[src/rtl/fp_add_arbiter.sv]
// rtl/fp_add_arbiter.sv - round-robin arbiter sharing one pipelined fp32 adder among NREQ requesters
//
// Ports:
//   clk, rst_n          clock, asynchronous active-low reset
//   flush               synchronous discard of all in-flight operations
//   req_valid/req_ready per-requester handshake (req_ready one-hot or zero)
//   req_a/req_b         packed operands, requester i at [32i+31:32i]
//   add_a/add_b         registered operands driven to the external adder
//   add_s               sum returned by the external adder (ADD_LAT cycles)
//   res_valid/res_id    one-cycle result strobe with originating requester id
//   res_sum             registered sum
//   inflight            ops issued and not yet returned
//
// Build option: define FP_ADD_ARB_FIXED_PRIO_EN for fixed priority (lowest index
// wins, no round-robin pointer).

module fp_add_arbiter #(
    parameter int NREQ    = 4,
    parameter int IDW     = 2,
    parameter int ADD_LAT = 2
) (
    input  logic                 clk,
    input  logic                 rst_n,
    input  logic                 flush,
    input  logic [NREQ-1:0]      req_valid,
    input  logic [NREQ*32-1:0]   req_a,
    input  logic [NREQ*32-1:0]   req_b,
    output logic [NREQ-1:0]      req_ready,
    output logic [31:0]          add_a,
    output logic [31:0]          add_b,
    input  logic [31:0]          add_s,
    output logic                 res_valid,
    output logic [IDW-1:0]       res_id,
    output logic [31:0]          res_sum,
    output logic [3:0]           inflight
);

    // One tag stage per adder cycle plus the operand register stage.
    localparam int NST = ADD_LAT + 1;

    logic [NREQ-1:0] grant;
    logic [IDW-1:0]  win_id;
    logic [31:0]     win_a;
    logic [31:0]     win_b;
    logic            accept;

    logic [NST-1:0]  tag_v;
    logic [IDW-1:0]  tag_id [NST];

`ifndef FP_ADD_ARB_FIXED_PRIO_EN
    logic [IDW-1:0]  ptr;
`endif

    always_comb begin
        logic found;
        grant  = '0;
        win_id = '0;
        win_a  = '0;
        win_b  = '0;
        found  = 1'b0;
        for (int k = 0; k < NREQ; k++) begin
            int idx;
`ifdef FP_ADD_ARB_FIXED_PRIO_EN
            idx = k;
`else
            // Scan upward from the pointer with an explicit wrap so that
            // non-power-of-two NREQ never indexes past the last requester.
            idx = int'(ptr) + k;
            if (idx >= NREQ) begin
                idx = idx - NREQ;
            end
`endif
            if (!found && req_valid[idx]) begin
                found       = 1'b1;
                grant[idx]  = 1'b1;
                win_id      = IDW'(idx);
                win_a       = req_a[32*idx +: 32];
                win_b       = req_b[32*idx +: 32];
            end
        end
        // No grant during reset or flush: nothing may be accepted then.
        if (!rst_n || flush) begin
            grant = '0;
        end
        accept = |grant;
    end

    assign req_ready = grant;

    always_ff @(posedge clk or negedge rst_n) begin
        if (!rst_n) begin
            add_a     <= '0;
            add_b     <= '0;
            res_valid <= 1'b0;
            res_id    <= '0;
            res_sum   <= '0;
            inflight  <= '0;
            tag_v     <= '0;
            for (int i = 0; i < NST; i++) begin
                tag_id[i] <= '0;
            end
`ifndef FP_ADD_ARB_FIXED_PRIO_EN
            ptr       <= '0;
`endif
        end else begin
            // Operands only move on an accept so the adder input is stable otherwise.
            if (accept) begin
                add_a <= win_a;
                add_b <= win_b;
`ifndef FP_ADD_ARB_FIXED_PRIO_EN
                if (win_id == IDW'(NREQ - 1)) begin
                    ptr <= '0;
                end else begin
                    ptr <= win_id + IDW'(1);
                end
`endif
            end

            tag_v[0]  <= accept;
            tag_id[0] <= win_id;
            for (int i = 1; i < NST; i++) begin
                tag_v[i]  <= tag_v[i-1];
                tag_id[i] <= tag_id[i-1];
            end

            res_id <= tag_id[NST-1];
            if (tag_v[NST-1]) begin
                res_sum <= add_s;
            end

            if (flush) begin
                tag_v     <= '0;
                res_valid <= 1'b0;
                inflight  <= '0;
            end else begin
                res_valid <= tag_v[NST-1];
                // Count only changes when exactly one of issue/return happens.
                if (accept && !tag_v[NST-1]) begin
                    inflight <= inflight + 4'd1;
                end else if (!accept && tag_v[NST-1]) begin
                    inflight <= inflight - 4'd1;
                end
            end
        end
    end

endmodule

[config.mk]
export PLATFORM = sky130hd
export DESIGN_NAME = fp_add_arbiter
export DESIGN_NICKNAME = d
export VERILOG_FILES = /design/src/rtl/fp_add_arbiter.sv
export SDC_FILE = /design/constraint.sdc
export NUM_CORES = 1
export LEC_CHECK = 0
export CORE_MARGIN = 2
export CORE_UTILIZATION = 44
export CTS_BUF_LIST = sky130_fd_sc_hd__clkbuf_4 sky130_fd_sc_hd__clkbuf_8
export DETAILED_ROUTE_END_ITERATION = 8
export GPL_TIMING_DRIVEN = 0
export PLACE_DENSITY = 0.78
export SLEW_MARGIN = 20
export SYNTH_ARGS = -nofsm -noshare
export SYNTH_HDL_FRONTEND = slang
export SYNTH_SLANG_ARGS = --single-unit
export TNS_END_PERCENT = 50
[constraint.sdc]
create_clock -name clk -period 4 [get_ports clk]
set_clock_uncertainty 0.1 [all_clocks]
set_input_delay 0.4 -clock clk [delete_from_list [all_inputs] [get_ports clk]]
set_output_delay 0.4 -clock clk [all_outputs]
set_load 0.01 [all_outputs]
Yosys cells after proc, flatten, opt, wreduce, memory -nomap -nowiden --
Cells that the tools add are included.
Operators by class: $add $sub $neg 10, $lt $le $gt $ge 12, eq/ne operators 1, shift-type cells 8, mux-type cells 50, bitwise operators 3, reductions and logical operators 18
Operator list (number):
- variable part select 128 x 32 -> 32 bit | 8
- two-way mux 32 bit | 12
- greater-or-equal comparator 32 x 1 -> 1 bit (second input constant) | 4
- less-than comparator 32 x 4 -> 1 bit (second input constant) | 4
- two-way mux 4 bit | 8
- two-way mux 1 bit | 16
- bitwise OR 4 bit | 3
- subtractor 3 x 3 -> 4 bit (second input constant) | 3
- two-way mux 2 bit | 5
- greater-or-equal comparator 3 bit (second input constant) | 3
- logical AND 1 bit | 9
- binary-select mux 1 bit (select 2 bit) | 4
- demux 1 bit (select 2 bit) | 4
- adder 2 x 2 -> 3 bit (second input constant) | 2
- logical NOT 1 bit | 6
- adder 4 x 1 -> 4 bit (second input constant) | 1
- OR reduction 4 bit | 1
- subtractor 2 x 3 -> 4 bit (second input constant) | 1
- subtractor 4 x 1 -> 4 bit (second input constant) | 1
- adder 2 x 1 -> 3 bit (second input constant) | 1
- greater-or-equal comparator 2 x 3 -> 1 bit (second input constant) | 1
- two-way mux 3 bit | 1
- nonzero test 3 bit | 1
- adder 2 x 1 -> 2 bit (second input constant) | 1
- other kinds (2) | 2
Word-level totals: register bits after elaboration 114, input port bits 295, output and inout port bits 107, logic and storage cells 113

Longest topological paths before layout --
word-level depth 22, depth in mapped cells 20, depth with buffers taken out 15

Worst setup path after synthesis --
OpenSTA, ideal clock, no wires.
kind flip-flop to flip-flop, start point register ptr[1], end point register inflight[3], library setup time 0.126 ns, arrival time 4.241 ns, required time 3.774 ns, slack -0.468 ns, cell stages (with the launch flop) 21, path buffers 5, period minus slack after synthesis 4.468 ns, cell sequence dfrtp_1 buf_2 buf_1 inv_1 clkbuf_1 ha_1 buf_2 mux2i_1 or2_2 o221ai_1 a22o_1 o41ai_2 buf_4 inv_2 nand2b_1 ha_1 a21o_1 a21oi_1 or4_1 a21oi_1 a311o_1
On the way: cells in the longest elaborated chain, start to end 20, elaborated cells on any way between the ends 71, those cells by class add/sub (7); order compare (12); mux (34); bitwise (3); reduce/logical (15)
Ends and longest elaborated chain:
- from (decl) | line 51 | logic [IDW-1:0] ptr;
- from (signal assigned) | line 114 | ptr <= win_id + IDW'(1);
- parallel branches: the longest is 14 deep, another holds greater-or-equal comparator 32 x 1 -> 1 bit
- two-way mux 4 bit (*) | line 73 | if (!found && req_valid[idx]) begin
- two-way mux 4 bit (*) | line 82 | if (!rst_n || flush) begin
- OR reduction 4 bit (*) | line 85 | accept = |grant;
- logical AND 1 bit or logical NOT 1 bit (tied branches) | line 138, 140
- two-way mux 4 bit or logical AND 1 bit (tied branches) | line 138, 140
- two-way mux 4 bit or nonzero test 3 bit (tied branches)
- to (signal assigned) | line 139 | inflight <= inflight + 4'd1;
- to (signal assigned) | line 141 | inflight <= inflight - 4'd1;
- to (decl) | line 35 | output logic [3:0] inflight
Every way passes the cells marked *. The select of a mux whose other input is x is not followed. A chain may end at the register's enable or synchronous reset.

==> metrics.md <==
| Metric | Value |
|---|---|
| Layout Cells excl Fill | `1942` |
| TritonRoute pass-1 iters | `5` |
| RePlAce Congestion | `0.924` |
| Final hold violations | `0` |
| Most used cell, CP | `a21oi_2` |
| Area leader, netlist | `mux4_2` |
| Worst path slowest cell | `dfrtp_2` |
| Reg clk slew, reported paths | `0.09 ns` |
| Layout cells sized above 1 | `21.6%` |
| Total track usage | `30.8%` |
| Type of element launching the critical path | `register` |
| EDFF count, synth | `0` |
| Die height | `174 um` |
| Top cells by area, synth | `mux4_2 (35%), dfrtp_1 (23%), mux2i_1 (10%), a22o_1 (4.7%), a211oi_1 (3.8%)` |
| Area of the die | `0.0301 mm2` |
| Data arrival, critical path | `4.15 ns` |
| Max Buffers Root-to-Sink | `2` |
| Netlist cell types | `49` |
| Async SR Flop Fraction | `100%` |
| Commonest cells in the netlist | `mux4_2 (195), mux2i_1 (131), dfrtp_1 (114)` |
| Register area | `0.00286 mm2` |
| Post-route setup TNS | `0 ns` |
| HP Class | `reg2reg` |
| Clk Tree Root Cell | `clkbuf_8` |
| I/O Pins | `402` |
| Fillers | `2300` |
| Dpl hpwl | `34.4 mm` |
| # clock sinks | `114` |
| Area of the multi-input gates | `0.00933 mm2` |
| Max FO, Critical Path | `4` |
| First-pass GRT wire length | `72.1 mm` |
| Htree depth | `4` |
| Yosys top cell area share | `34.7%` |
| Post-Syn Area | `0.0126 mm2` |
| Largest net degree at the start of global routing | `74` |
| CP max stage delay | `0.40 ns` |
| Fin area | `0.0179 mm2` |
| DRT iter0 DRCs | `1213` |
| Final antenna-violating net count | `0` |
| Core Region | `0.0285 mm2` |
| Slew margin rel. | `33.8%` |
| Syn. warnings | `0` |
| VDD IR max | `0.334 mV` |
| Vias per cell | `6.52` |
| DRC viols | `0` |
| # Max-Cap Violations | `0` |
| Die width | `174 um` |
| Sequential area share after synthesis | `22.6%` |
| CTS tree | `built` |
| WL per Instance | `24.3 um` |
| Placed cells | `1885` |
| Worst path cell trace | `buf_8 > clkinvlp_4 > ha_4 > mux4_2 > buf_6 > a21oi_2 > o221ai_1 > a22o_1 > o41ai_2 > buf_4 > inv_6 > nand2b_4 > ha_4 > a21o_1 > a21oi_2 > or4_4 > a21oi_2 > a311o_1` |
| CP Data Required Time | `4.25 ns` |
| Port Buffers | `400` |
| Starting density of the core | `44.4%` |
| Row count | `62` |
| Mapped Nets | `1405` |
| DP Worst Slack | `-0.624 ns` |
| Congestion Overflow GR | `0` |
| Vias post-DR | `12700` |
| Kind of critical path | `reg2reg` |
| Vias in the first global route | `12500` |
| Placed cell area | `0.0172 mm2` |
| Status | `finished, final reports clean` |
| Worst skew pair latency | `0.46 ns` |
| PD cells | `780 mW/mm2` |
| Maximum clock frequency | `0.257 GHz` |
| Tcrit/Tclk final | `97.3%` |
| Worst-Margin Slew | `0.992 ns` |
| CP Capture Type | `register` |
| Pleak | `6.87 nW` |
| Routed WL | `47.2 mm` |
| Post-layout utilization of the core | `62.8%` |
| Total chip power | `13.9 mW` |
| Syn avg cell area | `11.5 um2` |
| Hold WS | `0.246 ns` |
| TritonCTS buffer count | `17` |
| Main synth FF type | `dfrtp_1` |
| Slew Limit Fails | `0` |
| Initial antenna violation count | `8` |
| Top-count cell post-synth | `mux4_2` |
| Final min period | `3.89 ns` |
| P&R area growth vs syn | `41.3%` |
| Final setup fails | `0` |
| Mapped Cells | `1100` |
| PnR worst setup slack | `0.109 ns` |
| Flops & latches, synth | `114` |
| Final nets | `1844` |
metal layers:
layer / routed length (um) / part of all wire (%) / vias up / track usage, %
met5: 39 / 0.083 / - / 0
met4: 1990 / 4.2 / 6 / 13.6
met1: 18100 / 38 / 6299 / 39.8
met3: 4230 / 8.9 / 138 / 6.21
li1: - / - / 5382 / -
met2: 22900 / 49 / 834 / 50.7
registers in the layout, summed over array words and instances (netlist names), named ones only:
signal     flops
add_a         32
add_b         32
inflight       4
ptr            1
res_id         2
res_sum       32
res_valid      1
tag_id         6
tag_v          3
cell usage in the layout, fill, tap and decap left out, types with 3 or more instances in the layout:
master,synthesis,routed
inv_1,10,8
dfrtp_1,114,112
buf_2,24,20
nand3b_1,4,4
o21ai_0,48,48
nand2_1,77,76
a211oi_1,64,64
mux2i_1,131,130
a21oi_2,0,5
nor2b_1,70,70
mux2_2,34,34
o21ai_1,22,22
diode_2,0,6
clkbuf_1,81,80
buf_4,2,21
buf_6,2,5
clkdlybuf4s50_1,0,399
mux4_2,195,195
a22o_1,68,68
buf_1,15,14
o221ai_1,4,3
o22ai_1,65,65
ha_1,9,7
and2_1,5,5
a21oi_1,11,6
clkbuf_8,0,17
nor2_1,7,7
nor3_1,3,3
inv_6,0,6
clkinv_4,0,4
layout make-up:
class / instances / area share (%)
antenna: 6 / 0.0840
buffer: 123 / 3.14
clock buffer: 17 / 1.31
clock inverter: 15 / 0.833
inverter: 11 / 0.294
multi-input combinational: 850 / 52.2
sequential: 114 / 16.0
tap: 384 / 2.69
timing repair buffer: 422 / 23.5
cell families (layout without fill, tap and decap cells):
group / Yosys count / in the layout / share of synthesized area (%)
adder cells (fa/ha/maj): 10 / 10 / 1.05
multiplexers: 360 / 360 / 48.1
flip-flops: 114 / 114 / 22.6
AO/OA/AOI/OAI: 295 / 295 / 16.1
other: 0 / 6 / 0
buffers and inverters: 136 / 588 / 4.46
AND/OR/NAND/NOR: 182 / 182 / 7.40
XOR/XNOR: 3 / 3 / 0.317
worst max-delay path: cells and delay by family (launching register included):
family | cells | cell delay, ns
adders and majority gates | 2 | 0.49
buffers and inverters | 5 | 0.61
muxes | 1 | 0.35
and+or+nand+nor | 2 | 0.24
DFF | 1 | 0.40
AOI/OAI and AO/OA | 8 | 1.61
path summary, 6_finish.rpt:
kind,slack [ns],cells past startpoint,start,endpoint
min in group asynchronous,0.34,2,rst_n,add_b[24]
max,0.11,18,register,inflight[3]
min,0.25,0,tag_id[0],res_id[0]
min reg2reg,0.25,0,tag_id[0],res_id[0]
max reg2reg,0.11,18,register,inflight[3]
max in group asynchronous,2.70,3,rst_n,async pin
report_power, final:
part	switching [mW]	total, mW	internal (mW)
sequential	0.324	2.00	1.68
clock	0.612	1.12	0.510
combinational	5.21	10.8	5.61
total	6.14	13.9	7.79
what timing repair did:
action / CTS / global route
resized for setup: 12 / 19
endpoints found under the hold margin: 43 / 0
setup endpoints to repair: 36 / 4
buffers inserted: 5 / 15
hold buffers: 1 / 0
pin swaps: 4 / 11
(Power assumes the default switching activity.)
